<file path="src/rtl/flop_e_if.sv">
// Decode->Execute pipeline register bus: Decode-side fields in, Execute-side fields out.
// master drives the D fields and observes E; slave is the pipeline register itself.
interface flop_e_if #(
    parameter int XLEN = 32
);
    logic            ValidD;
    logic            RegWriteD;
    logic [1:0]      ResultSrcD;
    logic            MemWriteD;
    logic            JumpD;
    logic            BranchD;
    logic [2:0]      ALUControlD;
    logic            ALUSrcD;
    logic [XLEN-1:0] RD1D;
    logic [XLEN-1:0] RD2D;
    logic [XLEN-1:0] PCD;
    logic [XLEN-1:0] ImmExtD;
    logic [XLEN-1:0] PCPlus4D;
    logic [4:0]      Rs1D;
    logic [4:0]      Rs2D;
    logic [4:0]      RdD;

    logic            ValidE;
    logic            RegWriteE;
    logic [1:0]      ResultSrcE;
    logic            MemWriteE;
    logic            JumpE;
    logic            BranchE;
    logic [2:0]      ALUControlE;
    logic            ALUSrcE;
    logic [XLEN-1:0] RD1E;
    logic [XLEN-1:0] RD2E;
    logic [XLEN-1:0] PCE;
    logic [XLEN-1:0] ImmExtE;
    logic [XLEN-1:0] PCPlus4E;
    logic [4:0]      Rs1E;
    logic [4:0]      Rs2E;
    logic [4:0]      RdE;

    modport master (
        output ValidD, RegWriteD, ResultSrcD, MemWriteD, JumpD, BranchD,
               ALUControlD, ALUSrcD, RD1D, RD2D, PCD, ImmExtD, PCPlus4D,
               Rs1D, Rs2D, RdD,
        input  ValidE, RegWriteE, ResultSrcE, MemWriteE, JumpE, BranchE,
               ALUControlE, ALUSrcE, RD1E, RD2E, PCE, ImmExtE, PCPlus4E,
               Rs1E, Rs2E, RdE
    );

    modport slave (
        input  ValidD, RegWriteD, ResultSrcD, MemWriteD, JumpD, BranchD,
               ALUControlD, ALUSrcD, RD1D, RD2D, PCD, ImmExtD, PCPlus4D,
               Rs1D, Rs2D, RdD,
        output ValidE, RegWriteE, ResultSrcE, MemWriteE, JumpE, BranchE,
               ALUControlE, ALUSrcE, RD1E, RD2E, PCE, ImmExtE, PCPlus4E,
               Rs1E, Rs2E, RdE
    );
endinterface

</file>
<file path="src/rtl/flop_e.sv">
// Decode->Execute pipeline register with hazard stall/flush and a saturating
// count of flush bubbles for performance debug. All outputs come straight from flops.
module flop_e #(
    parameter int XLEN = 32,
    parameter int CNTW = 16
) (
    input  logic            clk,
    input  logic            reset,
    input  logic            StallE,
    input  logic            FlushE,
    flop_e_if.slave         de,
    output logic [CNTW-1:0] BubbleCnt
);

    typedef struct packed {
        logic            valid;
        logic            reg_write;
        logic [1:0]      result_src;
        logic            mem_write;
        logic            jump;
        logic            branch;
        logic [2:0]      alu_control;
        logic            alu_src;
        logic [XLEN-1:0] rd1;
        logic [XLEN-1:0] rd2;
        logic [XLEN-1:0] pc;
        logic [XLEN-1:0] imm_ext;
        logic [XLEN-1:0] pc_plus4;
        logic [4:0]      rs1;
        logic [4:0]      rs2;
        logic [4:0]      rd;
    } de_fields_t;

    localparam logic [CNTW-1:0] CNT_MAX = {CNTW{1'b1}};

    de_fields_t      pipe_in_s;
    de_fields_t      pipe_d;
    de_fields_t      pipe_q;
    logic [CNTW-1:0] bubble_cnt_d;
    logic [CNTW-1:0] bubble_cnt_q;

    assign pipe_in_s = {de.ValidD, de.RegWriteD, de.ResultSrcD, de.MemWriteD,
                        de.JumpD, de.BranchD, de.ALUControlD, de.ALUSrcD,
                        de.RD1D, de.RD2D, de.PCD, de.ImmExtD, de.PCPlus4D,
                        de.Rs1D, de.Rs2D, de.RdD};

    // A bubble is the all-zero entry: invalid and with every side-effect control low.
    always_comb begin
        pipe_d = pipe_q;
        if (FlushE) begin
            pipe_d = '0;
        end else if (StallE) begin
            pipe_d = pipe_q;
        end else begin
            pipe_d = pipe_in_s;
        end
    end

    // Bubble counter counts flushes even when a stall is also requested, and never wraps.
    always_comb begin
        bubble_cnt_d = bubble_cnt_q;
        if (FlushE && (bubble_cnt_q != CNT_MAX)) begin
            bubble_cnt_d = bubble_cnt_q + CNTW'(1'b1);
        end else begin
            bubble_cnt_d = bubble_cnt_q;
        end
    end

    // State registers; reset overrides flush and stall on the same edge.
    always_ff @(posedge clk) begin
        if (reset) begin
            pipe_q       <= '0;
            bubble_cnt_q <= '0;
        end else begin
            pipe_q       <= pipe_d;
            bubble_cnt_q <= bubble_cnt_d;
        end
    end

    assign {de.ValidE, de.RegWriteE, de.ResultSrcE, de.MemWriteE,
            de.JumpE, de.BranchE, de.ALUControlE, de.ALUSrcE,
            de.RD1E, de.RD2E, de.PCE, de.ImmExtE, de.PCPlus4E,
            de.Rs1E, de.Rs2E, de.RdE} = pipe_q;

    assign BubbleCnt = bubble_cnt_q;

endmodule

</file>
<file path="src/flat_wrapper.sv">
// flat-port wrapper written by rule: the top's interface ports become plain ports
module flop_e_flat 
#(
    parameter int XLEN = 32,
    parameter int CNTW = 16
)
  (clk, reset, StallE, FlushE, BubbleCnt, de_ValidD, de_RegWriteD, de_ResultSrcD, de_MemWriteD, de_JumpD, de_BranchD, de_ALUControlD, de_ALUSrcD, de_RD1D, de_RD2D, de_PCD, de_ImmExtD, de_PCPlus4D, de_Rs1D, de_Rs2D, de_RdD, de_ValidE, de_RegWriteE, de_ResultSrcE, de_MemWriteE, de_JumpE, de_BranchE, de_ALUControlE, de_ALUSrcE, de_RD1E, de_RD2E, de_PCE, de_ImmExtE, de_PCPlus4E, de_Rs1E, de_Rs2E, de_RdE);
  flop_e_if #(.XLEN(XLEN)) de_i ();
  input  logic clk;
  input  logic reset;
  input  logic StallE;
  input  logic FlushE;
  output logic [CNTW-1:0] BubbleCnt;
  input wire logic [$bits(de_i.ValidD)-1:0] de_ValidD;
  input wire logic [$bits(de_i.RegWriteD)-1:0] de_RegWriteD;
  input wire logic [$bits(de_i.ResultSrcD)-1:0] de_ResultSrcD;
  input wire logic [$bits(de_i.MemWriteD)-1:0] de_MemWriteD;
  input wire logic [$bits(de_i.JumpD)-1:0] de_JumpD;
  input wire logic [$bits(de_i.BranchD)-1:0] de_BranchD;
  input wire logic [$bits(de_i.ALUControlD)-1:0] de_ALUControlD;
  input wire logic [$bits(de_i.ALUSrcD)-1:0] de_ALUSrcD;
  input wire logic [$bits(de_i.RD1D)-1:0] de_RD1D;
  input wire logic [$bits(de_i.RD2D)-1:0] de_RD2D;
  input wire logic [$bits(de_i.PCD)-1:0] de_PCD;
  input wire logic [$bits(de_i.ImmExtD)-1:0] de_ImmExtD;
  input wire logic [$bits(de_i.PCPlus4D)-1:0] de_PCPlus4D;
  input wire logic [$bits(de_i.Rs1D)-1:0] de_Rs1D;
  input wire logic [$bits(de_i.Rs2D)-1:0] de_Rs2D;
  input wire logic [$bits(de_i.RdD)-1:0] de_RdD;
  output wire logic [$bits(de_i.ValidE)-1:0] de_ValidE;
  output wire logic [$bits(de_i.RegWriteE)-1:0] de_RegWriteE;
  output wire logic [$bits(de_i.ResultSrcE)-1:0] de_ResultSrcE;
  output wire logic [$bits(de_i.MemWriteE)-1:0] de_MemWriteE;
  output wire logic [$bits(de_i.JumpE)-1:0] de_JumpE;
  output wire logic [$bits(de_i.BranchE)-1:0] de_BranchE;
  output wire logic [$bits(de_i.ALUControlE)-1:0] de_ALUControlE;
  output wire logic [$bits(de_i.ALUSrcE)-1:0] de_ALUSrcE;
  output wire logic [$bits(de_i.RD1E)-1:0] de_RD1E;
  output wire logic [$bits(de_i.RD2E)-1:0] de_RD2E;
  output wire logic [$bits(de_i.PCE)-1:0] de_PCE;
  output wire logic [$bits(de_i.ImmExtE)-1:0] de_ImmExtE;
  output wire logic [$bits(de_i.PCPlus4E)-1:0] de_PCPlus4E;
  output wire logic [$bits(de_i.Rs1E)-1:0] de_Rs1E;
  output wire logic [$bits(de_i.Rs2E)-1:0] de_Rs2E;
  output wire logic [$bits(de_i.RdE)-1:0] de_RdE;
  assign de_i.ValidD = de_ValidD;
  assign de_i.RegWriteD = de_RegWriteD;
  assign de_i.ResultSrcD = de_ResultSrcD;
  assign de_i.MemWriteD = de_MemWriteD;
  assign de_i.JumpD = de_JumpD;
  assign de_i.BranchD = de_BranchD;
  assign de_i.ALUControlD = de_ALUControlD;
  assign de_i.ALUSrcD = de_ALUSrcD;
  assign de_i.RD1D = de_RD1D;
  assign de_i.RD2D = de_RD2D;
  assign de_i.PCD = de_PCD;
  assign de_i.ImmExtD = de_ImmExtD;
  assign de_i.PCPlus4D = de_PCPlus4D;
  assign de_i.Rs1D = de_Rs1D;
  assign de_i.Rs2D = de_Rs2D;
  assign de_i.RdD = de_RdD;
  assign de_ValidE = de_i.ValidE;
  assign de_RegWriteE = de_i.RegWriteE;
  assign de_ResultSrcE = de_i.ResultSrcE;
  assign de_MemWriteE = de_i.MemWriteE;
  assign de_JumpE = de_i.JumpE;
  assign de_BranchE = de_i.BranchE;
  assign de_ALUControlE = de_i.ALUControlE;
  assign de_ALUSrcE = de_i.ALUSrcE;
  assign de_RD1E = de_i.RD1E;
  assign de_RD2E = de_i.RD2E;
  assign de_PCE = de_i.PCE;
  assign de_ImmExtE = de_i.ImmExtE;
  assign de_PCPlus4E = de_i.PCPlus4E;
  assign de_Rs1E = de_i.Rs1E;
  assign de_Rs2E = de_i.Rs2E;
  assign de_RdE = de_i.RdE;
  flop_e #(.XLEN(XLEN), .CNTW(CNTW)) u_core (.clk(clk), .reset(reset), .StallE(StallE), .FlushE(FlushE), .de(de_i), .BubbleCnt(BubbleCnt));
endmodule
</file>
<file path="config.mk">
export PLATFORM = sky130hd
export DESIGN_NAME = flop_e_flat
export DESIGN_NICKNAME = d
export VERILOG_FILES = /design/src/rtl/flop_e_if.sv /design/src/rtl/flop_e.sv /design/src/flat_wrapper.sv
export SDC_FILE = /design/constraint.sdc
export NUM_CORES = 1
export LEC_CHECK = 0
export ABC_AREA = 1
export ABC_CLOCK_PERIOD_IN_PS = 1400
export BUFFER_PORTS_ARGS = -buffer_cell sky130_fd_sc_hd__clkbuf_2
export CAP_MARGIN = 20
export CORE_AREA = 2 2 151 153
export DETAILED_ROUTE_END_ITERATION = 6
export DIE_AREA = 0 0 153 155
export PLACE_DENSITY = 0.62
export SLEW_MARGIN = 0
export SYNTH_ARGS = -nofsm -noshare
export SYNTH_HDL_FRONTEND = slang
export SYNTH_SLANG_ARGS = --single-unit
</file>
<file path="constraint.sdc">
create_clock -name clk -period 1.4 [get_ports clk]
set_input_delay 0.28 -clock clk [delete_from_list [all_inputs] [get_ports clk]]
set_output_delay 0.28 -clock clk [all_outputs]
set_load 0.1 [all_outputs]
</file>
==> metrics.txt, run 1 <==
layout cell share with drive strength beyond 1 35.9%; DR WL/cell 15.3 um; Filler cells 1755; clock slew at reported path FFs 0.06 ns; Antenna diodes 0; fin area 0.0138 mm2; PortBufs 391; # DRC 0; htree depth 1; Post-Route Utilization 62.1%; CTS Buf Count 23; asr flop ratio synth 0%; Die H 155 um; pre-CTS WS 0.0256 ns; Die X 153 um; post-layout worst setup margin -0.00493 ns; Worst setup SP type register; Area Overhead vs Synth 89.3%; DRT Pass-1 Iters 5; Distinct cells, synth 22; crit path cell chain ha_4 > nand2_4 > nor2_4 > buf_12 > nand4_4 > nand3_1 > nand2_1 > nor2_1; post-synthesis share of cell area spent on xor and xnor gates 0%; CP max FO 8; Post-synth EDFFs 0; Simple-Gate Fraction of Synth Area 25.5%; IR Drop Worst-Case VDD 0.848 mV; Antenna Nets Post-Route 0; WP data arrival 1.84 ns; main combinational cell family by area after synthesis simple AND/OR/NAND/NOR gates; Bufs on Longest Clock Path 3; Power Density 1070 mW/mm2; CTS root buf clkbuf_16; CP Capture Type register; antenna violations before repair 0; max_slew headroom 76.7%; Initial Util 32.8%; Final Wtd Congestion 0.834; number of synthesized register bits 202; first-pass GRT wire length 40000 um; Pwr Total 14.8 mW; core outline area 0.0222 mm2; largest area contributor in the netlist dfxtp_1; Tightest Pin Transition 0.349 ns; Slew Limit Fails 0; DRT iter0 DRCs 517; CTS sink cnt 202; largest net degree at the start of global routing 75; slowest cell on the critical path dfxtp_4; Ys Warns 0; Seq/Total Area, Yosys 55.5%; WP data required 1.83 ns; Final Net Count 1642; commonest cells in the netlist nand2_1, dfxtp_1, a21oi_1; highest clock rate 712 MHz; WS Path Type register to register; worst-skew pair later-pin latency 0.50 ns; drt via density 4.72; Main synth FF type dfxtp_1; Pleak 5.93 nW; Total GRT Usage 20.3%; # rows 55; Post-Route WL 26700 um; adder-cell share of the synthesized area 0.172%; Syn Inst Count 953; Syn Nets 1144; Synth Cell Area 0.00729 mm2; class of the worst hold path input pin to register; HPWL Detailed 16900 um; compound-gate portion of the synthesized area 13.9%; Hold Vio Cnt, Final 0; skew final 0.00816 ns; CTS tree yes; boundary pin count 392; mux contribution to synthesized area 0%; Final Cycle Share 100%; final setup vio count 1; max_cap viols 0; total number of vias 8256; die area 0.0237 mm2; post-layout min period 1.40 ns; top-count cell post-synth nand2_1; dpl cell area 0.0108 mm2; gr ovfl total 0; Synth top area share 55.5%; Area contributors post-synth dfxtp_1, nand2_1, a21oi_1; status finished, violations left; setup repair after global routing missed its margin yes; violated checks negative setup slack; slowest stage delay, CP 0.39 ns; Synth Area per Inst 7.65 um2; number of global-route vias before repair 8004
per-stage QoR:
step	setup TNS (ns)	hold slack, ns	instances
2_1_floorplan	-1.09	0.339	953
3_3_place_gp	0	0.443	1596
3_5_place_dp	0	0.451	1596
4_1_cts	0	0.000205	1741
5_1_grt	-0.792	0.00660	1749
6_report	-0.00493	0.0163	1749
worst paths after layout:
path / start / endpoint / slack (ns) / cells past startpoint
setup / recovery: u_core.BubbleCnt[1] / u_core.BubbleCnt[15] / -0.005 / 8
hold / removal: de_RD2D[12] / u_core.de.RD2E[12] / 0.02 / 3
setup reg to reg: u_core.BubbleCnt[1] / u_core.BubbleCnt[15] / -0.005 / 8
hold reg to reg: u_core.de.PCPlus4E[9] / u_core.de.PCPlus4E[9] / 0.48 / 2
per-layer routing:
metal	part of all wire (%)	GRT usage, %	up-vias	wire length (um)
li1	-	-	4048	-
met1	37	22.9	3759	9780
met2	51	35.5	361	13700
met3	7.7	5.68	88	2070
met4	4.5	9.52	0	1210
met5	0	0	-	0
cells in the final DEF (no fill, tap or decap), types with 17 or more instances in the layout:
master	n
buf_6	90
clkbuf_2	188
dlygate4sd3_1	108
nand2_1	404
nor2_1	27
clkbuf_16	23
a21oi_1	195
buf_4	17
buf_8	51
dfxtp_1	170
buf_12	81
cell type report:
cell class	instances	area [um2]	share of cell area [%]
inverters	14	56.3	0.408
clock buffers	29	638	4.63
clock inverters	9	70.1	0.508
repair buffers	535	5550	40.2
flip-flops and latches	202	4120	29.9
well taps	285	357	2.58
multi-input cells	675	3000	21.7
registers in the layout, summed over array words and instances, names as in the netlist:
register / cells
u_core.de.Rs2E: 5
u_core.de.Rs1E: 5
u_core.de.RegWriteE: 1
u_core.de.JumpE: 1
u_core.de.RD1E: 32
u_core.de.ResultSrcE: 2
u_core.de.BranchE: 1
u_core.BubbleCnt: 16
u_core.de.RD2E: 32
u_core.de.ImmExtE: 32
u_core.de.ValidE: 1
u_core.de.ALUControlE: 3
u_core.de.MemWriteE: 1
u_core.de.ALUSrcE: 1
u_core.de.PCPlus4E: 32
u_core.de.RdE: 5
u_core.de.PCE: 32
repair_timing:
item | CTS | global route
pin swaps | 0 | 5
hold buffers | 107 | 1
hold endpoints to repair | 108 | 1
gates resized for setup | 186 | 130
setup endpoints to repair | 174 | 96
setup buffers | 0 | 6
gates cloned | 0 | 1
critical path: cells and delay by family, from the launching register on:
kind	cells	cell delay, ns
and+or+nand+nor	6	0.64
adders and majority gates	1	0.17
buffers and inverters	1	0.13
DFF	1	0.39
kinds of logic after synthesis:
logic type               Yosys count
flip-flops                       202
AND/OR/NAND/NOR                  471
adder cells (fa/ha/maj)            1
buffers and inverters             77
AO/OA/AOI/OAI                    202
report_power, final:
group	switching [mW]	leakage, nW	internal, mW
sequential	0.155	1.66	5.90
combinational	1.93	3.91	1.09
clock	2.34	0.353	3.37
total	4.43	5.93	10.4
No activity file was read; power rests on OpenSTA's default activity.
==> run 2: changes to the inputs <==
- SETUP_SLACK_MARGIN: default -> 0.15
==> metrics.txt, run 2 (same netlist as run 1, synthesis figures left out) <==
status finished, final reports clean; Total GRT Usage 25.5%; Die X 153 um; Setup TNS Final 0 ns; Psw 4.69 mW; class of the worst hold path input pin to register; WP data required 1.80 ns; Pleak 6.80 nW; CP Capture Type register; first-pass GRT wire length 49500 um; die area 0.0237 mm2; Clk pwr share 37.6%; max_slew headroom 77.2%; Buf/Inv on CP 1; Tightest Pin Transition 0.343 ns; skew final 0.00975 ns; CTS tree yes; Sw Ratio 30.5%; WP data arrival 1.78 ns; drt via density 5.02; Power Density 960 mW/mm2; Antenna diodes 0; CTS sink cnt 202; gr ovfl total 0; dpl cells 1596; Flop pwr share 39.7%; max_cap viols 0; slowest stage delay, CP 0.39 ns; # rows 55; Worst setup SP type register; Bufs on Longest Clock Path 3; Slew Limit Fails 0; most frequent cells in the layout nand2_1, buf_12, a21oi_1; CTS root buf clkbuf_16; Area Overhead vs Synth 120%; CP max FO 7; DR WL/cell 18.9 um; slowest cell on the critical path dfxtp_4; number of global-route vias before repair 9442; core outline area 0.0222 mm2; PortBufs 391; worst-skew pair later-pin latency 0.50 ns; total number of vias 9317; number of cells on the worst reg-to-reg path 7; highest clock rate 723 MHz; Initial Util 32.8%; clock slew at reported path FFs 0.06 ns; Post-Layout Cell Count 1857; Final Wtd Congestion 0.834; # DRC 0; Post-Route WL 35100 um; kind of cell adding the most delay to the critical path flip-flops; WS Path Type register to register; CTS Buf Count 23; HPWL Detailed 16900 um; crit path cell chain ha_4 > nand2_4 > nor2_4 > buf_4 > nand4_4 > a21oi_1 > nor2_1; final setup vio count 0; DRT iter0 DRCs 595; fin area 0.0160 mm2; DRT Pass-1 Iters 5; htree depth 1; Die H 155 um; Hold Path Cell Cnt 3; boundary pin count 392; IR Drop Worst-Case VDD 0.806 mV; post-layout min period 1.38 ns; combinational fraction of design power 22.7%; setup repair after global routing missed its margin yes; antenna violations before repair 0; P_int 10.7 mW; layout cell share with drive strength beyond 1 49.0%; Antenna Nets Post-Route 0; dpl cell area 0.0108 mm2; Hold Vio Cnt, Final 0; Final Cycle Share 98.8%; WP depth 7; Final Net Count 1750; largest net degree at the start of global routing 75; most common cell after layout, fill and taps aside nand2_1
[run 2: cell types whose count changed in the layout (fill, tap and decap cells not counted), moves of 2 or more]
| cell | delta |
|---|---|
| a21oi_1 | -5 |
| a21oi_2 | +5 |
| buf_12 | +139 |
| buf_4 | +68 |
| buf_6 | -89 |
| buf_8 | -51 |
| dfxtp_1 | -170 |
| dfxtp_2 | +152 |
| dfxtp_4 | +18 |
| dlygate4sd3_1 | +41 |
| nand2_2 | -2 |
| nand3_1 | -2 |
| nand3_2 | +2 |
[run 2: metrics by stage]
stage / hold slack, ns / utilization, % / setup WS (ns) / power (mW)
after floorplan: 0.339 / - / -0.0997 / 7.83
after global placement: 0.443 / 48.4 / 0.0335 / 8.67
after detailed placement: 0.451 / 48.4 / 0.0256 / 8.68
after CTS: 0.000623 / 70.1 / 0.0263 / 15.3
after global routing: 0.0129 / 72.1 / -0.0977 / 15.9
final: 0.0145 / 72.1 / 0.0165 / 15.4
[run 2: final cells by class]
| cell class | count | area [um2] |
|---|---|---|
| Timing Repair Buffer | 643 | 7490 |
| Fill cell | 1305 | 6200 |
| Sequential cell | 202 | 4380 |
| Multi-Input combinational cell | 675 | 3040 |
| Clock buffer | 29 | 638 |
| Tap cell | 285 | 357 |
| Clock inverter | 9 | 70.1 |
| Inverter | 14 | 56.3 |
[run 2: worst reg2reg max path: stages (launching register included)]
cell and delay [ns]:
dfxtp_4 0.39, ha_4 0.17, nand2_4 0.06, nor2_4 0.14, buf_4 0.15, nand4_4 0.14, a21oi_1 0.17, nor2_1 0.05
[run 2: what timing repair did]
action                                  4_1_cts  5_1_grt
gates resized for setup                     716       27
pin swaps                                    11        6
endpoints found under the hold margin       150        0
buffers inserted                             23       50
cloned                                        1        0
hold buffers                                149        0
endpoints found under the setup margin      218      261
[run 2: power by group through the flow]
stage / clock [mW] / sequential (mW) / combinational (mW)
2_1_floorplan: 0 / 7.36 / 0.479
3_3_place_gp: 0 / 6.12 / 2.55
3_5_place_dp: 0 / 6.13 / 2.55
4_1_cts: 5.85 / 6.12 / 3.30
5_1_grt: 6.13 / 6.12 / 3.61
6_report: 5.79 / 6.11 / 3.49
[run 2: path summary, 6_finish.rpt]
| check | from | to | slack [ns] |
|---|---|---|---|
| max | u_core.BubbleCnt[1] | u_core.BubbleCnt[4] | 0.02 |
| max reg2reg | u_core.BubbleCnt[1] | u_core.BubbleCnt[4] | 0.02 |
| min | de_RD2D[15] | u_core.de.RD2E[15] | 0.01 |
| min reg2reg | u_core.de.PCE[24] | u_core.de.PCE[24] | 0.48 |
[run 2: per-layer routing]
metal | GRT usage [%] | wire [um] | up-vias
li1 | - | - | 4264
met1 | 27.5 | 12300 | 4369
met2 | 46.9 | 18400 | 517
met3 | 5.79 | 2280 | 167
met4 | 13.0 | 2170 | 0
met5 | 0 | 0 | -
==> run 3: changes to the inputs <==
- ABC_AREA: 1 -> 0
- PLACE_DENSITY: 0.62 -> 0.63
==> metrics.txt, run 3 <==
status finished, violations left; violated checks negative setup slack; WHS Endpoint u_core.de.ImmExtE[8]; first-pass GRT wire length 43700 um; Slew Limit Fails 0; Initial Util 32.9%; Area Overhead vs Synth 109%; reg2reg start u_core.BubbleCnt[9]; Tightest Pin Transition 0.411 ns; Antenna Nets Post-Route 0; # rows 55; number of cells on the worst reg-to-reg path 6; DRT Pass-1 Iters 4; Synth Cell Area 0.00731 mm2; Post-synth EDFFs 0; DR WL/cell 19.7 um; CTS Buf Count 23; commonest cells in the netlist dfxtp_1, nor2_1, mux2i_1; class of the worst hold path input pin to register; drt via density 4.78; WP data required 1.79 ns; Worst setup SP type register; highest clock rate 674 MHz; CTS root buf clkbuf_16; WP data arrival 1.87 ns; Syn Inst Count 694; most frequent cells in the layout buf_12, nor2_1, mux2i_1, clkbuf_2, dfxtp_2; most common cell after layout, fill and taps aside buf_12; # DRC 0; Final Cycle Share 106%; number of global-route vias before repair 7781; IR Drop Worst-Case VDD 0.743 mV; PortBufs 391; layout cell share with drive strength beyond 1 60.6%; WS Path Type register to register; Filler cells 1397; Die X 153 um; Power Density 1040 mW/mm2; DRT iter0 DRCs 220; Hold Path Cell Cnt 3; area occupied by multi-input gates 0.00328 mm2; Post-Layout Cell Count 1518; core outline area 0.0222 mm2; Hold Vio Cnt, Final 0; Final Wtd Congestion 0.773; flop2flop setup slack -0.08 ns; Distinct cells, synth 39; Post-Route WL 29900 um; CP Capture Type register; skew final 0.00439 ns; CP max FO 4; Ys Warns 0; Syn Nets 885; largest area contributor in the netlist dfxtp_1; setup repair after global routing missed its margin yes; max_cap viols 0; dpl cells 1368; Seq/Total Area, Yosys 55.3%; worst r2r dst u_core.BubbleCnt[1]; CTS tree yes; register area 0.00439 mm2; Pleak 6.93 nW; max_slew headroom 72.4%; Synth Area per Inst 10.5 um2; gr ovfl total 0; final setup vio count 25; Final Net Count 1407; asr flop ratio synth 0%; htree depth 1; HPWL Detailed 16700 um; Hold Startpoint de_ImmExtD[8]; antenna violations before repair 1; post-layout min period 1.48 ns; boundary pin count 392; Main synth FF type dfxtp_1; CTS sink cnt 202; Pwr Total 15.9 mW; top-count cell post-synth dfxtp_1; post-layout worst setup margin -0.0827 ns; number of synthesized register bits 202; Worst Hold Slack 0.0132 ns; Die H 155 um; clock slew at reported path FFs 0.06 ns; Total GRT Usage 23.1%; worst-skew pair later-pin latency 0.50 ns; Area contributors post-synth dfxtp_1, mux2i_1, nor2_1; Synth top area share 55.3%; die area 0.0237 mm2; largest net degree at the start of global routing 74; Bufs on Longest Clock Path 3; total number of vias 7260
[run 3: per-stage QoR]
step	setup WS, ns	setup TNS, ns	util (%)	area [um2]
3_3_place_gp	-0.118	-0.813	49.3	11000
3_5_place_dp	-0.167	-1.54	49.3	11000
6_report	-0.0827	-0.814	68.8	15300
5_1_grt	-0.136	-1.98	68.8	15300
4_1_cts	-0.0592	-0.847	68.0	15100
2_1_floorplan	-0.295	-3.02	-	7790
[run 3: critical path, cell delays in order (launching register included)]
cell and delay (ns):
dfxtp_4 0.36, nand4_4 0.14, buf_6 0.16, o41ai_4 0.32, buf_4 0.18, mux2i_1 0.17, nor2_1 0.05
[run 3: cell type report]
class	count	area share [%]
inverter	1	0.0245
antenna	1	0.0164
sequential	202	28.7
timing repair buffer	541	42.2
multi-input combinational	447	21.4
clock inverter	11	0.908
clock buffer	30	4.40
tap	285	2.33
[run 3: logic make-up (layout without fill, tap and decap cells)]
| family | count (synthesis) | after routing | synth area share (%) |
|---|---|---|---|
| simple gates | 230 | 232 | 13.6 |
| flops | 202 | 202 | 55.3 |
| mux | 189 | 189 | 25.9 |
| buf+inv | 47 | 583 | 2.67 |
| compound gates | 23 | 23 | 2.14 |
| xor+xnor | 2 | 2 | 0.240 |
| fa+ha+maj | 1 | 1 | 0.171 |
| other cells | 0 | 1 | 0 |
[run 3: report_power, final]
part | switching [mW] | internal [mW] | total (mW)
combinational | 1.99 | 1.34 | 3.33
sequential | 0.209 | 5.91 | 6.12
clock | 2.47 | 3.94 | 6.40
[run 3: worst max-delay path by stage]
stage | from | to | slack (ns) | depth (start not counted)
CTS | u_core.BubbleCnt[8] | u_core.BubbleCnt[15] | -0.06 | 4
global placement | u_core.BubbleCnt[0] | u_core.BubbleCnt[13] | -0.12 | 5
detailed placement | u_core.BubbleCnt[0] | u_core.BubbleCnt[15] | -0.17 | 6
global route | u_core.BubbleCnt[9] | u_core.BubbleCnt[11] | -0.14 | 5
floorplan | u_core.BubbleCnt[1] | u_core.BubbleCnt[13] | -0.29 | 5
finish | u_core.BubbleCnt[9] | u_core.BubbleCnt[1] | -0.08 | 6
[run 3: per-layer routing]
layer  routed length [um]  GRT usage (%)
met1                10200           23.7
met2                16000           43.2
met3                 1890           5.63
met4                 1700           12.4
met5                    0              0
[run 3: repair_timing]
action                                 in CTS  in global routing
pin swaps                                  17                 14
setup endpoints to repair                 218                218
hold buffers                               62                  0
endpoints found under the hold margin      62                  0
buffers inserted                           32                 12
gates cloned                                2                  0
resized for setup                         580                 23
